<file path="config.mk">
export PLATFORM = sky130hd
export DESIGN_NAME = segment_7
export DESIGN_NICKNAME = d
export VERILOG_FILES = /design/src/rtl/segment_7.sv
export SDC_FILE = /design/constraint.sdc
export NUM_CORES = 1
export LEC_CHECK = 0
export CAP_MARGIN = 20
export CORE_AREA = 2 2 39 41
export CTS_CLUSTER_DIAMETER = 150
export DETAILED_ROUTE_END_ITERATION = 16
export DIE_AREA = 0 0 41 43
export GPL_TIMING_DRIVEN = 1
export PLACE_DENSITY = 0.57
export SYNTH_ARGS = -nofsm -noshare
export SYNTH_HDL_FRONTEND = slang
export SYNTH_SLANG_ARGS = --single-unit
</file>
<file path="constraint.sdc">
create_clock -name clk -period 0.8 [get_ports clk]
set_input_delay 0.16 -clock clk [delete_from_list [all_inputs] [get_ports clk]]
set_output_delay 0.16 -clock clk [all_outputs]
set_load 0.005 [all_outputs]
</file>
<file path="src/rtl/segment_7.sv">
// segment_7: registered 3-bit binary to seven-segment decoder.
// Outputs seg_a..seg_g carry one cycle of latency and are forced dark by an
// asynchronous active-low reset. COMMON_ANODE selects output polarity.
// Optional feature: define SEGMENT_7_LAMP_TEST_EN to add the lamp_test input,
// which lights every segment and overrides blank and binary.
module segment_7 #(
   parameter bit COMMON_ANODE = 1'b0
) (
   input  logic       clk,
   input  logic       rst_n,
   input  logic [2:0] binary,
   input  logic       blank,
`ifdef SEGMENT_7_LAMP_TEST_EN
   input  logic       lamp_test,
`endif
   output logic       seg_a,
   output logic       seg_b,
   output logic       seg_c,
   output logic       seg_d,
   output logic       seg_e,
   output logic       seg_f,
   output logic       seg_g
);

   // Lit-pattern bit order is {a,b,c,d,e,f,g}; 1 means the segment is lit.
   localparam logic [6:0] LIT_NONE = 7'b000_0000;
   localparam logic [6:0] LIT_ALL  = 7'b111_1111;

   // Common-anode displays light a segment by pulling it low, so the
   // physical drive is the lit-pattern inverted bit by bit.
   localparam logic [6:0] POLARITY_MASK = {7{COMMON_ANODE}};

   logic [6:0] digit_lit;
   logic [6:0] lit_d;
   logic [6:0] lit_q;

   // Decode the binary value into its lit-pattern; every code is a digit.
   always_comb begin
      // NOTE: assign a default first so no path through the block leaves the
      // signal unassigned, which would infer a latch.
      digit_lit = LIT_NONE;
      case (binary)
         3'd0: digit_lit = 7'b111_1110;
         3'd1: digit_lit = 7'b011_0000;
         3'd2: digit_lit = 7'b110_1101;
         3'd3: digit_lit = 7'b111_1001;
         3'd4: digit_lit = 7'b011_0011;
         3'd5: digit_lit = 7'b101_1011;
         3'd6: digit_lit = 7'b101_1111;
         3'd7: digit_lit = 7'b111_0000;
         default: digit_lit = LIT_NONE;
      endcase
   end

   // Select the next lit-pattern; later assignments take priority
   // (lamp test over blank over the decoded digit).
   always_comb begin
      lit_d = digit_lit;
      if (blank) begin
         lit_d = LIT_NONE;
      end
`ifdef SEGMENT_7_LAMP_TEST_EN
      if (lamp_test) begin
         lit_d = LIT_ALL;
      end
`endif
   end

   // Register the lit-pattern; reset blanks the display without a clock.
   always_ff @(posedge clk or negedge rst_n) begin
      // NOTE: sequential state uses non-blocking assignments so every
      // register samples its inputs from before the edge.
      if (!rst_n) begin
         lit_q <= LIT_NONE;
      end else begin
         lit_q <= lit_d;
      end
   end

   // Apply output polarity; the mask is a constant, so seg_* still depend
   // only on the register and never directly on the inputs.
   assign {seg_a, seg_b, seg_c, seg_d, seg_e, seg_f, seg_g} = lit_q ^ POLARITY_MASK;

`ifndef SEGMENT_7_LAMP_TEST_EN
   // LIT_ALL is only consumed by the lamp-test path.
   logic unused_lit_all;
   assign unused_lit_all = ^LIT_ALL;
`endif

endmodule

</file>
==> results of run 1 <==
## logic make-up (layout without fill, tap and decap cells)
family          count (synthesis)  in the layout
fa+ha+maj                       5              5
flops                           7              7
buf+inv                         4             23
compound gates                  7              7
simple gates                    6              6
## Yosys cell counts
master / instances
nand2_1: 1
a21oi_1: 5
or2_4: 1
dfrtp_1: 7
nand2b_1: 4
ha_1: 5
a21oi_2: 2
inv_1: 4
## routing by layer
metal | track usage (%) | part of all wire (%)
met5 | 0 | 0
met4 | 10.0 | 3.1
met3 | 1.57 | 11
met2 | 11.9 | 52
met1 | 6.21 | 34
## area by class of cell
cell class              instances  area [um2]
fillers                       166         891
flip-flops and latches          7         175
multi-input cells              18         154
repair buffers                 15         103
clock buffers                   4        26.3
well taps                      16        20.0
inverters                       4        15.0
## repair_timing
action                     CTS  global route
resized for setup           36             3
hold endpoints to repair     0             0
setup endpoints to repair   14            11
## power by group through the flow
stage | sequential (uW) | clock, uW | combinational, uW
finish | 382 | 310 | 137
CTS | 383 | 324 | 134
floorplan | 394 | 0 | 46.5
detailed placement | 390 | 0 | 158
global route | 385 | 335 | 155
global placement | 389 | 0 | 157
## metrics by stage
step,power [uW],setup WS (ps)
CTS,841,-95.5
finish,829,-81.1
global placement,546,-542
detailed placement,548,-546
global route,875,-112
floorplan,440,11.3
## worst paths after layout
kind | start | slack, ps | end
worst max-delay path | lit_q[5] | -80 | seg_b
worst min-delay path | rst_n | 160 | lit_q[2]
max in group asynchronous | rst_n | 420 | lit_q[5]
min in group clk | binary[1] | 310 | lit_q[0]
## cell usage in the layout, fill, tap and decap left out
| master | netlist | final |
|---|---|---|
| clkbuf_4 | 0 | 3 |
| clkbuf_2 | 0 | 1 |
| clkdlybuf4s15_2 | 0 | 1 |
| inv_1 | 4 | 2 |
| nand2b_4 | 0 | 1 |
| clkbuf_1 | 0 | 1 |
| clkdlybuf4s50_1 | 0 | 2 |
| inv_2 | 0 | 2 |
| nand2b_1 | 4 | 3 |
| ha_1 | 5 | 5 |
| buf_2 | 0 | 7 |
| buf_4 | 0 | 3 |
| or2_4 | 1 | 1 |
| nand2_1 | 1 | 1 |
| a21oi_1 | 5 | 4 |
| dlygate4sd2_1 | 0 | 1 |
| dfrtp_1 | 7 | 7 |
| a21oi_2 | 2 | 3 |
==> flow_metrics.env, run 1 <==
export IMPL_ctsHoldBuffers=0
export IMPL_finalSetupViolations=7
export IMPL_slowest_stage="dfrtp_1"
export IMPL_vias=259
export IMPL_cp_arrival_ps=720
export IMPL_yosys_warnings=0
export IMPL_post_route_period_util_pct=110
export IMPL_critPathKind="reg -> out"
export IMPL_ys_types=8
export IMPL_grt_pass1_wl_um=828
export IMPL_power_density_nw_per_um2=1680
export IMPL_clk_pin_slew_ps=50
export IMPL_intPower_uw=640
export IMPL_slew_headroom_pct=79.7
export IMPL_cpPeakStageDelay_ps=350
export IMPL_synth_area_leaders="dfrtp_1 (53%), ha_1 (19%), a21oi_1 (7.5%), nand2b_1 (7.5%), a21oi_2 (5.3%)"
export IMPL_grt_pass1_vias=233
export IMPL_synth_mux_area_fraction_pct=0
export IMPL_fin_setup_tns_ps=-527
export IMPL_core_area_um2=1380
export IMPL_die_area_um2=1760
export IMPL_post_cts_setup_buffers=0
export IMPL_crit_chain="buf_2"
export IMPL_critPathBufInv=1
export IMPL_routed_wl_um=555
export IMPL_die_height_um=43
export IMPL_fin_util_pct=35.6
export IMPL_cp_depth=1
export IMPL_start_kind="flip-flop"
export IMPL_peakVddDrop_v=0.000380
export IMPL_power_switching_uw=189
export IMPL_hold_path_class="in -> async"
export IMPL_clkSinkCount=7
export IMPL_rsz0062_at_grt="true"
export IMPL_root_buffer="clkbuf_4"
export IMPL_boundaryPins=13
export IMPL_synth_compound_area_share_pct=12.8
export IMPL_path_max_fanout=1
export IMPL_synth_nets=40
export IMPL_fin_crit_ps=881
export IMPL_dp_hpwl_um=453
export IMPL_drv_slew=0
export IMPL_cp_required_ps=640
export IMPL_synth_top_area_share_pct=52.6
export IMPL_die_x_um=41
export IMPL_synthSimpleGateAreaFrac_pct=11.3
export IMPL_place_inst=60
export IMPL_top_regs="lit_q x7"
export IMPL_cts_tree="built"
export IMPL_drive_gt1_share_pct=45.8
export IMPL_finalHoldViolCount=0
export IMPL_p_comb_share_pct=16.5
export IMPL_grt_remaining_overflow=0
export IMPL_timing_final_ws_setup_ps=-81.1
export IMPL_seqPwrFrac_pct=46.2
export IMPL_dpl_cell_area_um2=495
export IMPL_violations="setup timing"
export IMPL_top_register="lit_q"
export IMPL_largest_reg_flops=7
export IMPL_synth_adder_area_share_pct=18.8
export IMPL_start_util_pct=24.1
export IMPL_critical_path_top_delay_family="flip-flops"
export IMPL_layout_nets=60
export IMPL_dr_pass1_iters=2
export IMPL_cts_buffer_depth=2
export IMPL_swShare_pct=22.8
export IMPL_routedWlPerCell_um=8.67
export IMPL_htreeDepth=1
export IMPL_netlist_instances=29
export IMPL_outcome="finished with violations"
export IMPL_cts_buffers=3
export IMPL_synth_xor_area_share_pct=0
export IMPL_fmax_ghz=1.13
export IMPL_tightest_slew_ps=303
export IMPL_drc=0
export IMPL_first_iter_violations=2
export IMPL_hold_slack_ps=157
export IMPL_gp_congestion=0.671
export IMPL_ant_nets=0
export IMPL_via_per_inst=4.05
export IMPL_synth_top_cell_by_area="dfrtp_1"
export IMPL_area_growth_pct=48.1
export IMPL_grtUsageTotal_pct=7.57
export IMPL_synth_seq_cells=7
export IMPL_final_cells=64
export IMPL_ys_seq_area_share_pct=52.6
export IMPL_portBuffers=12
export IMPL_synth_top_family_by_area="adder cells"
export IMPL_antenna_found_initial=0
export IMPL_antenna_cells=0
export IMPL_num_rows=14
export IMPL_p_leak_uw=0.000259
export IMPL_avgSynthCellArea_um2=11.5
export IMPL_grt_max_degree=8
export IMPL_finalInstanceArea_um2=493
export IMPL_cap_violations=0
export IMPL_synth_area_um2=333
export IMPL_worstSetupEndpointType="output port"
export IMPL_clockPowerShare_pct=37.4
No activity file was read; power rests on OpenSTA's default activity.
==> run 2: changes to the inputs <==
- CTS_CLUSTER_DIAMETER: 150 -> 50
- TNS_END_PERCENT: not set -> 5
==> results of run 2 <==
Final layout, timing and power as in run 1 (identical DEF).
